[src/rtl/signals_pkg.sv]
// Shared types and constants for the front end of the pipeline.
// fetch_entry_t is the {instr, pc} pair handed from fetch to decode.
package signals;

  localparam logic [31:0] RESET_VECTOR = 32'hBFC0_0000;

  typedef struct packed {
    logic [31:0] instr;
    logic [31:0] pc;
  } fetch_entry_t;

  function automatic logic [31:0] word_align(input logic [31:0] addr);
    return addr & 32'hFFFF_FFFC;
  endfunction

endpackage

[src/rtl/fetch_fifo.sv]
// Small synchronous FIFO with flush; head is read combinationally from the array.
// Same-cycle push and pop are accepted at any occupancy, including full.
module fetch_fifo
  import signals::*;
#(
  parameter int  DEPTH = 4,
  parameter type T     = fetch_entry_t
) (
  input  logic                       clk,
  input  logic                       reset,
  input  logic                       flush,
  input  logic                       push,
  input  T                           push_data,
  input  logic                       pop,
  output T                           head,
  output logic [$clog2(DEPTH+1)-1:0] count
);

  localparam int AW = $clog2(DEPTH);
  localparam int CW = $clog2(DEPTH+1);

  T               mem_reg [DEPTH];
  logic [AW-1:0]  wr_ptr_reg;
  logic [AW-1:0]  rd_ptr_reg;
  logic [CW-1:0]  count_reg;
  logic           do_push;
  logic           do_pop;

  // A pop frees the slot the same-cycle push needs when full.
  assign do_pop  = pop && (count_reg != '0);
  assign do_push = push && ((count_reg != CW'(DEPTH)) || do_pop);

  always_ff @(posedge clk) begin
    if (reset || flush) begin
      wr_ptr_reg <= '0;
      rd_ptr_reg <= '0;
      count_reg  <= '0;
    end else begin
      if (do_push) wr_ptr_reg <= wr_ptr_reg + AW'(1);
      if (do_pop)  rd_ptr_reg <= rd_ptr_reg + AW'(1);
      if (do_push && !do_pop)      count_reg <= count_reg + CW'(1);
      else if (do_pop && !do_push) count_reg <= count_reg - CW'(1);
    end
  end

  always_ff @(posedge clk) begin
    if (do_push) mem_reg[wr_ptr_reg] <= push_data;
  end

  assign head  = mem_reg[rd_ptr_reg];
  assign count = count_reg;

endmodule

[src/rtl/instruction_fetch.sv]
// Fetch stage: owns the PC, issues in-order word reads with credit reserved in the
// instruction queue, and discards in-flight responses after a redirect.
module instruction_fetch
  import signals::*;
#(
  parameter logic [31:0] RESET_PC = RESET_VECTOR,
  parameter int          DEPTH    = 4
) (
  input  logic        clk,
  input  logic        reset,
  output logic        imem_req_valid,
  input  logic        imem_req_ready,
  output logic [31:0] imem_req_addr,
  input  logic        imem_rsp_valid,
  input  logic [31:0] imem_rsp_data,
  input  logic        redirect,
  input  logic [31:0] redirect_pc,
  output logic        dec_valid,
  input  logic        dec_ready,
  output logic [31:0] dec_instr,
  output logic [31:0] dec_pc
);

  localparam int CW = $clog2(DEPTH+1);

  logic [31:0]   pc_reg;
  logic [CW-1:0] outstanding_reg;
  logic [CW-1:0] outstanding_next;
  logic [CW-1:0] drop_reg;
  logic [CW-1:0] drop_next;
  logic [CW-1:0] q_count;
  logic [CW-1:0] tag_count;
  logic [CW:0]   in_use;
  logic          accept;
  logic          rsp_keep;
  fetch_entry_t  q_head;
  fetch_entry_t  q_push_data;
  logic [31:0]   tag_head;

  // Outstanding requests count against queue space so every response has a slot.
  assign in_use         = {1'b0, q_count} + {1'b0, outstanding_reg};
  assign imem_req_valid = !reset && !redirect && (in_use < (CW+1)'(DEPTH));
  assign imem_req_addr  = pc_reg;
  assign accept         = imem_req_valid && imem_req_ready;

  assign rsp_keep = imem_rsp_valid && !redirect && (drop_reg == '0) && (tag_count != '0);

  always_comb begin
    outstanding_next = outstanding_reg;
    if (accept)         outstanding_next = outstanding_next + CW'(1);
    if (imem_rsp_valid) outstanding_next = outstanding_next - CW'(1);
  end

  // No request issues in a redirect cycle, so outstanding_next is exactly the
  // set of requests that are now on the wrong path.
  always_comb begin
    drop_next = drop_reg;
    if (redirect)
      drop_next = outstanding_next;
    else if (imem_rsp_valid && (drop_reg != '0))
      drop_next = drop_reg - CW'(1);
  end

  always_ff @(posedge clk) begin
    if (reset) begin
      pc_reg          <= RESET_PC;
      outstanding_reg <= '0;
      drop_reg        <= '0;
    end else begin
      outstanding_reg <= outstanding_next;
      drop_reg        <= drop_next;
      if (redirect)    pc_reg <= word_align(redirect_pc);
      else if (accept) pc_reg <= pc_reg + 32'd4;
    end
  end

  // Tags are flushed on redirect; stale responses are absorbed by drop_reg instead.
  fetch_fifo #(
    .DEPTH (DEPTH),
    .T     (logic [31:0])
  ) u_tag_fifo (
    .clk       (clk),
    .reset     (reset),
    .flush     (redirect),
    .push      (accept),
    .push_data (pc_reg),
    .pop       (rsp_keep),
    .head      (tag_head),
    .count     (tag_count)
  );

  assign q_push_data = '{instr: imem_rsp_data, pc: tag_head};

  fetch_fifo #(
    .DEPTH (DEPTH),
    .T     (fetch_entry_t)
  ) u_instr_queue (
    .clk       (clk),
    .reset     (reset),
    .flush     (redirect),
    .push      (rsp_keep),
    .push_data (q_push_data),
    .pop       (dec_valid && dec_ready),
    .head      (q_head),
    .count     (q_count)
  );

  assign dec_valid = !reset && (q_count != '0);
  assign dec_instr = dec_valid ? q_head.instr : 32'd0;
  assign dec_pc    = dec_valid ? q_head.pc    : 32'd0;

endmodule
[config.mk]
export PLATFORM = sky130hd
export DESIGN_NAME = instruction_fetch
export DESIGN_NICKNAME = d
export VERILOG_FILES = /design/src/rtl/signals_pkg.sv /design/src/rtl/fetch_fifo.sv /design/src/rtl/instruction_fetch.sv
export SDC_FILE = /design/constraint.sdc
export NUM_CORES = 1
export LEC_CHECK = 0
export BUFFER_PORTS_ARGS = -buffer_cell sky130_fd_sc_hd__clkbuf_2
export CAP_MARGIN = 20
export CORE_ASPECT_RATIO = 0.6
export CORE_MARGIN = 2
export CORE_UTILIZATION = 40
export CTS_CLUSTER_DIAMETER = 50
export CTS_CLUSTER_SIZE = 12
export DETAILED_ROUTE_END_ITERATION = 10
export PLACE_DENSITY_LB_ADDON = 0.2
export RECOVER_POWER = 25
export SLEW_MARGIN = 30
export SYNTH_ARGS = -nofsm -noshare
export SYNTH_HDL_FRONTEND = slang
export SYNTH_SLANG_ARGS = --single-unit
[constraint.sdc]
create_clock -name clk -period 9.95 [get_ports clk]
set_clock_uncertainty 0.05 [all_clocks]
set_input_delay 0 -clock clk [delete_from_list [all_inputs] [get_ports clk]]
set_output_delay 0 -clock clk [all_outputs]
set_load 0.1 [all_outputs]
==> results list, run 1 <==
- The run finished with clean final reports.
- Arrival @ worst endpoint: between 3000 and 4000 ps
- Number of global-route vias before repair: 9177
- The number of antenna diodes in the final layout is 0.
- The worst path in the final design needs a cycle of 3116 ps, including I/O delays and setup.
- Number of antenna violations at the first check in global routing: 1
- Cell types with the largest area share after synthesis: edfxtp_1 (66%), mux4_2 (12%), dfxtp_1 (6.4%)
- In this run the mean area of a mapped cell was between 15 and 20 µm².
- Once detailed placement completed, the half-perimeter wirelength came to 22110 µm.
- Cell type with the largest total area after synthesis: edfxtp_1
- I/O Pins: approximately 170
- Max Cap Violations: 0
* Total via count in the routed design: 8998
- The count of final max-slew check failures is 0.
- Commonest non-fill, non-tap cells in the layout: edfxtp_1 (368), clkbuf_2 (129), mux4_2 (92)
- Post-synth design cell area: 0.01678 mm²
* Remaining antenna violation count after routing: 0
- The number of placed instances, taps included, is 1630.
- Dividing total power by cell area gives a power density of 181.1 mW/mm².
- Height of the chip: 162.6 µm
- Dividing the detail-routed via count by the number of cells gives 5.124.
* Unrepaired setup endpoints after global routing: false
- Clock sinks: approximately 420
- Hold_buf cts: 64
- Largest register FFs: 248
- Non-filler instance count after layout: ~1800
- Total of flip-flops plus latches after synthesis: 422
- Fraction of registers with async set/reset: 0%
- Min-delay worst type: primary input to register
- Starting utilization of the core area: 40.28%
- For this run the aggregate overflow at the end of global routing stands at 0.
- TritonCTS built the clock tree.
- Leading cell type in the layout, fill and taps excluded: edfxtp_1
- For this run, the register share of the synthesized area comes to 72.30%.
- Cell at the root of the clock tree: clkbuf_16
- Maximum fanout count along the critical path: 25
* H-tree level count: 2
- Post-synthesis instance total: just over 900
- Total Neg Setup Slack: 0 ps
* Critical Setup Path Class: register to output pin
- Nets: 1258
- Violation count after the first detailed-route iteration: 563
* Worst hold slack after final layout: around 35 ps
- Count of endpoints failing hold in the final timing report: 0
* Minimum setup slack in the final design: 6834 ps
- The longest clock path from root to sink contains 3 buffers.
- Number of buffers added by the clock tree synthesis step: 42
- Measured against its own limit, the worst slew margin works out to 34.56%.
- The most used flip-flop cell after synthesis is edfxtp_1.
* Clock insertion delay at the later pin of the skew report: roughly 540 ps
- Share of layout cells above drive strength 1: 25.97%
- From left edge to right edge, the die measures ~270 µm.
* Top-area cell type share of the netlist area: 65.86%
* Maximum clock frequency: 320.9 MHz
- Area after detailed placement: 0.01821 mm²
- Signed area change from the synthesized netlist to the final layout: 19.19%
- In this run the core area contains 58 standard-cell rows.
* EDFF count, synth: 368
* Pre-CTS worst setup slack: 6930 ps
- The routed design has 36910 µm of wire.
* CP required: 9900 ps
- Post-CTS clock slew at the launch and capture registers of the worst setup and hold paths: 60 ps
- Critical Path Sink Type: output pin
- Count of buffers added by post-CTS timing repair for setup: 0
* First-pass GRT wire length: between 50000 and 60000 µm
- The filler cells instantiated in the layout total 3572.
- Setup violations remaining at the end of the flow were counted as 0.
- Period Utilization, post-route: a little under a third
* Maximum number of pins on one net before global-route repair: 65
- Max VDD drop: 0.1359 mV
- DR pass1 iterations: 5
- Final estimated routing congestion in global placement: 0.7500
* Std-Cell Core Area: between 0.04 and 0.05 mm²
- Average routed wire per standard cell: between 20 and 25 µm
- Synthesis instantiated 56 different standard cells from the library.
- Kind of start point of the critical path: register
- For this run, the number of Yosys warnings is 0.
- Resized cells post-CTS: 0
* Number of remaining DRC errors: 0
- Final cell area excluding filler cells: 0.02000 mm²
* Combined global-route utilization of all metal layers: 17.22%
- At the pin with the least slew margin, the transition time is around 980 ps.
- During placement, the flow inserted port buffers numbering approximately 160.
- The die covers ~0.044 mm².
- LEAKAGE: 0.006676 µW
[where the power goes]
part	internal (µW)	switching, µW
logic	69.1	161
registers	1940	30.3
clock network	792	625
total	2810	816
[cell families (layout without fill, tap and decap cells)]
group | after synthesis | in the layout | synth area share (%)
AO/OA/AOI/OAI | 81 | 81 | 2.804
multiplexers | 101 | 101 | 12.91
buffers and inverters | 69 | 320 | 1.849
XOR/XNOR | 19 | 19 | 0.9918
AND/OR/NAND/NOR | 220 | 220 | 7.614
adder cells (fa/ha/maj) | 19 | 19 | 1.506
other | 1 | 4 | 0.02235
flip-flops | 422 | 422 | 72.30
[worst paths after layout]
check,from,to,slack [ps],depth (start not counted)
worst min-delay path,redirect,imem_req_addr[18],30,4
worst min register to register,u_tag_fifo.count[2],u_tag_fifo.count[2],460,2
worst max register to register,drop_reg[0],u_instr_queue.mem_reg[3][23],6960,7
worst max-delay path,register,dec_pc[4],6830,5
[cell type report]
| type | count | area [µm²] | share of cell area [%] |
|---|---|---|---|
| Clock buffer | 56 | 1135 | 5.675 |
| Sequential cell | 422 | 12140 | 60.71 |
| Inverter | 18 | 67.56 | 0.3379 |
| Timing Repair Buffer | 241 | 1539 | 7.696 |
| Tap cell | 570 | 713.2 | 3.566 |
| Multi-Input combinational cell | 444 | 4368 | 21.84 |
| Clock inverter | 5 | 35.03 | 0.1752 |
[cell usage after synthesis, types with 15 or more instances]
cell type,instances
a21oi_1,31
and2_1,74
clkbuf_1,32
dfxtp_1,54
edfxtp_1,368
ha_1,17
inv_1,18
mux4_2,92
nand2_1,25
nand4_1,15
nor2_1,35
o21ai_0,19
[stage by stage]
stage / util (%) / total power, µW
3_5_place_dp: 43.71 / 2226
4_1_cts: 48.06 / 3669
5_1_grt: 48.01 / 3758
3_3_place_gp: 43.70 / 2222
2_1_floorplan: - / 2161
6_report: 48.01 / 3622
[worst max-delay path, cell delays in order (launching register included)]
cell      delay [ps]
dfxtp_4          640
buf_4            430
buf_12           280
mux4_2           550
and2_1           170
clkbuf_2         370
[per-layer routing]
metal  part of all wire (%)  vias to the layer above  global-route usage [%]
met3                    4.7                       54                   3.372
met2                     46                      191                   26.96
met4                    2.0                        0                   4.672
li1                       -                     4118                       -
met1                     47                     4635                   24.79
met5                      0                        -                       0
Note: power is estimated with default switching activity, not from simulation.
==> run 2: changes to the inputs <==
Clock period 9.95 ns to 2.73 ns, I/O delays scaled along.
==> results list, run 2 (synthesis gave the netlist of run 1 again) <==
- Status: complete, no violations
* LEAKAGE: 0.006825 µW
* Minimum setup slack in the final design: about 120 ps
* Register-to-register setup slack: 120 ps
- In this run the tightest slew margin relative to its limit is 56.37%.
- Sequential cells account for around 55% of the total power.
* Switching part of the total power: 22.75%
- In this run, placement finished with an instance count of 1652.
* H-tree level count: 2
- For the pin with the worst max-slew slack, the measured transition is 654.5 ps.
* TritonCTS clock tree: yes
- Maximum clock frequency: 383.1 MHz
* Floorplan die area: 0.04365 mm²
- After legalization and detailed placement, the total HPWL measured 22330 µm.
* Worst Setup SP: u_instr_queue.count[2]
* Total via count in the routed design: 9158
- 0 antenna diodes ended up in the layout.
* # port buffers: 161
- Setup violations remaining at the end of the flow were counted as 0.
- The count of final max-slew check failures was 0.
- Violation count after the first detailed-route iteration: approximately 630
- TritonCTS created 41 clock buffers.
* Overall overflow remaining after global route: 0
* Std-Cell Core Area: 0.04166 mm²
- Leaving out fill and tap cells, the most frequent cell in the layout is edfxtp_1.
- DR pass1 iterations: 7
* Number of remaining DRC errors: 0
- Max Cap Violations: 0
- The worst register-to-register path begins at u_instr_queue.count[2].
- Summing all multi-input logic gate instances after layout gives around 0.0044 mm².
- The worst path uses 95.62% of the clock period.
- First-pass GRT wire length: 56170 µm
* Clock sinks: 422
* Final estimated routing congestion in global placement: 0.7744
- The die is 268.4 µm wide.
- Placement row count: between 50 and 60
- Worst hold slack after final layout: 68.89 ps
* Clock insertion delay at the later pin of the skew report: roughly 540 ps
- Setup repair after global routing could not meet its margin everywhere.
- Average routed wire per standard cell: ~21 µm
* Non-filler instance count after layout: 1787
- Leaving out fill and tap cells, the most frequent cells in the layout are edfxtp_1 (368), clkbuf_2 (129), mux4_2 (92).
- Share of layout cells above drive strength 1: roughly 27%
- Maximum number of pins on one net before global-route repair: 65
- The tree is rooted in a clkbuf_16.
- Signed area change from the synthesized netlist to the final layout: 21.07%
* Starting utilization of the core area: 40.28%
- Power share of the clock group: 38.7%
- The net count of the finished layout is 1286.
- Maximum fanout count along the critical path: 5
- For this design the top-level I/O count stands at 168.
- Dividing the detail-routed via count by the number of cells gives 5.125.
- In this run the worst hold path is classified as primary input to register.
- For the worst setup path, the data required time is 3160 ps.
* Total Neg Setup Slack: 0 ps
- The analysis attributes to net switching a power of approximately 3000 µW.
- Share of total power in combinational logic: 6.8%
- The critical path is of the register to register type.
- For the worst setup path, the data arrival time is 3040 ps.
- Combined global-route utilization of all metal layers: 17.13%
* Final core utilization: 48.77%
* Post-CTS clock slew at the launch and capture registers of the worst setup and hold paths: 70 ps
- The register with the most flip-flops in the layout has ~250 of them.
- Number of global-route vias before repair: roughly 9400
- The worst setup path is launched from a register.
- Hold path startpoint: imem_req_ready
* Filler cells: 3572
- In this run the remaining antenna-violating nets after routing total 0.
- Count of endpoints failing hold in the final timing report: 0
* Max clock buf depth: 3
- Number of antenna violations at the first check in global routing: 0
- Cell internal power was estimated by the tool at 10160 µW.
- Power density over cell area: 647.4 mW/mm²
- Pre-CTS worst setup slack: 67.77 ps
* Max VDD drop: 0.4465 mV
- Total Routed Length: 36800 µm
- From bottom edge to top edge, the die measures 162.6 µm.
- Critical Path Sink Type: register
- Area occupied by registers: approximately 0.012 mm²
- Min Tclk post-route: around 2600 ps
-- run 2: repair_timing --
action,in CTS,in global routing
gates resized for setup,0,3
setup buffers,0,5
endpoints found under the setup margin,0,64
hold buffers,67,0
endpoints found under the hold margin,168,0
-- run 2: stage by stage --
step | power (µW) | cell area (µm²)
after global routing | 13630 | 20310
after global placement | 8124 | 18510
final | 13150 | 20310
after CTS | 13330 | 20330
after floorplan | 7877 | 16800
after detailed placement | 8136 | 18510
-- run 2: metal layers --
metal / track usage [%] / routed length, µm / share of wire (%) / vias to the layer above
met5: 0 / 0 / 0 / -
met3: 3.009 / 1493 / 4.1 / 51
met4: 4.066 / 647 / 1.8 / 0
met2: 26.51 / 16960 / 46 / 197
li1: - / - / - / 4195
met1: 25.38 / 17700 / 48 / 4715
-- run 2: path summary, 6_finish.rpt --
kind / end / cells after the start
worst max-delay path: u_tag_fifo.count[2] / 10
worst min-delay path: imem_req_addr[8] / 5
worst max register to register: u_tag_fifo.count[2] / 10
worst min register to register: u_tag_fifo.count[2] / 2
-- run 2: layout make-up --
cell class,instances,area share (%)
multi-input combinational,444,21.54
inverter,18,0.3326
clock buffer,58,5.414
tap,570,3.511
clock inverter,5,0.2340
sequential,422,59.76
timing repair buffer,270,9.208
-- run 2: power by group through the flow --
| stage | logic, µW | clock network [µW] | registers (µW) |
|---|---|---|---|
| 4_1_cts | 907 | 5260 | 7170 |
| 6_report | 895 | 5080 | 7170 |
| 3_5_place_dp | 826 | 0 | 7310 |
| 3_3_place_gp | 817 | 0 | 7310 |
| 5_1_grt | 958 | 5490 | 7180 |
| 2_1_floorplan | 370 | 0 | 7510 |
-- run 2: worst max-delay path: stages (launching register included) --
cell and delay [ps]:
dfxtp_2 340, ha_1 330, nor3b_2 230, nand3_1 140, nor2_2 180, ha_1 220, inv_1 60, fa_1 370
xor2_1 160, or3_1 310, a21oi_1 140
==> run 3: changes to the inputs <==
Settings changed: SETUP_SLACK_MARGIN set to 0.15.
==> results list, run 3 (synthesis gave the netlist of run 1 again) <==
- Total Routed Length: 36420 µm
- In this run the tightest slew margin relative to its limit is about 55%.
* Placement row count: 58
- The count of final max-slew check failures came to 0.
* Leading cell type in the layout, fill and taps excluded: edfxtp_1
- The first routing iteration left 675 violations.
* Max Cap Violations: 0
* Average routed wire per standard cell: 20.30 µm
* CP required: 3170 ps
- DR pass1 iterations: 5
* Final core utilization: a little under 50%
* Unrepaired setup endpoints after global routing: true
* Maximum clock frequency: about 400 MHz
* Slew @ Worst Pin: 672.0 ps
- Combined global-route utilization of all metal layers: 16.74%
* # diodes: 0
- The worst setup path is captured at a register.
- Among all stages on the critical path, the largest delay is contributed by fa_1.
- For this configuration, the core starts out at a cell density of 40.28%.
* Nets: 1288
- Height of the chip: 162.6 µm
* Final estimated routing congestion in global placement: roughly 0.76
- Delay of the slowest critical-path stage: 370 ps
- Arrival @ worst endpoint: 2930 ps
- Period Utilization, post-route: 91.24%
- Min Tclk post-route: 2491 ps
* Crit path max-delay family: adder cells
- TritonCTS built the clock tree.
* Kind of start point of the critical path: register
* Number of antenna violations at the first check in global routing: 1
* Placed wire-length estimate: 22780 µm
- Register-to-register setup slack: roughly 240 ps
* Clock insertion delay at the later pin of the skew report: 560 ps
* Signed area change from the synthesized netlist to the final layout: 22.48%
- In this run the number of cells on the critical path is 11.
- Clock sinks: 422
- The register with the most flip-flops in the layout has around 250 of them.
* Maximum fanout count along the critical path: 4
- Cell at the root of the clock tree: clkbuf_16
* I/O Pins: 168
- # port buffers: ~160
- For this block, the via count after detailed routing is about 9000.
- Final Setup Violations: 0
* Drt via density: 5.042
- Clock-pin slew was measured on the worst setup and hold paths at 60 ps.
- Max VDD drop: 0.3540 mV
- The H-tree was split into 2 levels.
- For hold timing, the worst endpoint is u_instr_queue.rd_ptr_reg[0].
- The die covers about 0.044 mm².
- Power comes to 13360 µW.
* Die Width: 268.4 µm
- The top cell types in the final layout, fill and taps aside, are edfxtp_1 (368), clkbuf_2 (97), mux4_2 (92).
* CP Cell Sequence: inv_2 > ha_2 > and4bb_2 > o31ai_4 > a21oi_2 > ha_2 > inv_1 > fa_1 > xor2_1 > or3_1 > a21oi_2
* Min-delay worst type: primary input to register
- Total Neg Setup Slack: 0 ps
- Overall overflow remaining after global route: 0
- Final cell area excluding filler cells: 0.02055 mm²
- The worst hold path begins at reset.
- Across all hold checks on the routed design, the worst slack comes to roughly 28 ps.
* Critical Setup Path Class: register to register
- The endpoint identified for the worst register-to-register timing path is u_instr_queue.count[2].
- Worst Reg-to-Reg Cells: 11
* LEAKAGE: 0.006898 µW
* Max clock buf depth: 3
- The region available for standard cell placement spans 0.04166 mm².
* First-pass GRT wire length: 54720 µm
- Number of global-route vias before repair: a little over 9000
- Share of layout cells above drive strength 1: 28.02%
* Number of buffer and inverter stages on the critical path: 2
- After detailed routing, the number of remaining DRC violations is 0.
- Number of buffers added by the clock tree synthesis step: 42
- The flow ran to the end, and the final reports show no timing, DRC or antenna violations.
- Crit Reg-Reg Startpoint: drop_reg[0]
- Count of endpoints failing hold in the final timing report: 0
- Power density over cell area: around 650 mW/mm²
- Remaining antenna violation count after routing: 0
- Area after detailed placement: 0.01861 mm²
* Worst hold stages: 5
- Maximum number of pins on one net before global-route repair: 65
-- run 3: changes by cell type in the layout (fill, tap and decap cells not counted), sizes merged --
| cell | change |
|---|---|
| inv | -1 |
| clkbuf | -27 |
| bufinv | +1 |
| clkinv | +3 |
| buf | +31 |
-- run 3: cell type report --
class	instances	area, µm²
tap	570	713.2
inverter	18	67.56
multi-input combinational	444	4441
clock buffer	61	1122
sequential	422	12140
fill	3584	21100
timing repair buffer	271	1948
clock inverter	8	116.4
-- run 3: worst max-delay path by stage --
stage | startpoint | endpoint | slack, ps
floorplan | u_instr_queue.count[2] | u_tag_fifo.count[2] | 150
global placement | drop_reg[0] | u_tag_fifo.count[2] | 230
detailed placement | u_instr_queue.count[2] | u_tag_fifo.count[2] | 230
CTS | u_instr_queue.count[0] | dec_pc[7] | 150
global route | imem_req_addr[5] | imem_req_addr[31] | 100
finish | drop_reg[0] | u_instr_queue.count[2] | 240
-- run 3: where the power goes --
group	internal, µW	leakage (µW)	switching [µW]
logic	279	0.00254	607
registers	7090	0.00377	101
clock network	2970	0.000596	2320
-- run 3: timing repair --
item | in CTS | in global routing
pin swaps | 0 | 1
endpoints found under the setup margin | 45 | 44
endpoints found under the hold margin | 168 | 0
setup buffers | 2 | 3
hold buffers | 67 | 0
gates resized for setup | 2 | 27
-- run 3: layer usage --
| metal | global-route usage [%] | routed length [µm] | vias to the layer above |
|---|---|---|---|
| met5 | 0 | 0 | - |
| met4 | 3.939 | 565 | 0 |
| met3 | 3.326 | 1758 | 48 |
| met2 | 26.85 | 17290 | 173 |
| met1 | 23.74 | 16810 | 4621 |
| li1 | - | - | 4203 |
-- run 3: worst register-to-register path: stages, from the launching register on --
cell and delay, ps:
dfxtp_1 320, inv_2 60, ha_2 170, and4bb_2 300, o31ai_4 110, a21oi_2 150
ha_2 200, inv_1 50, fa_1 370, xor2_1 170, or3_1 330, a21oi_2 140
-- run 3: metrics by stage --
step,std cells,setup WS [ps]
4_1_cts,1791,151.0
6_report,1794,239.2
3_3_place_gp,1653,225.7
3_5_place_dp,1653,229.7
2_1_floorplan,935,154.6
5_1_grt,1794,96.90
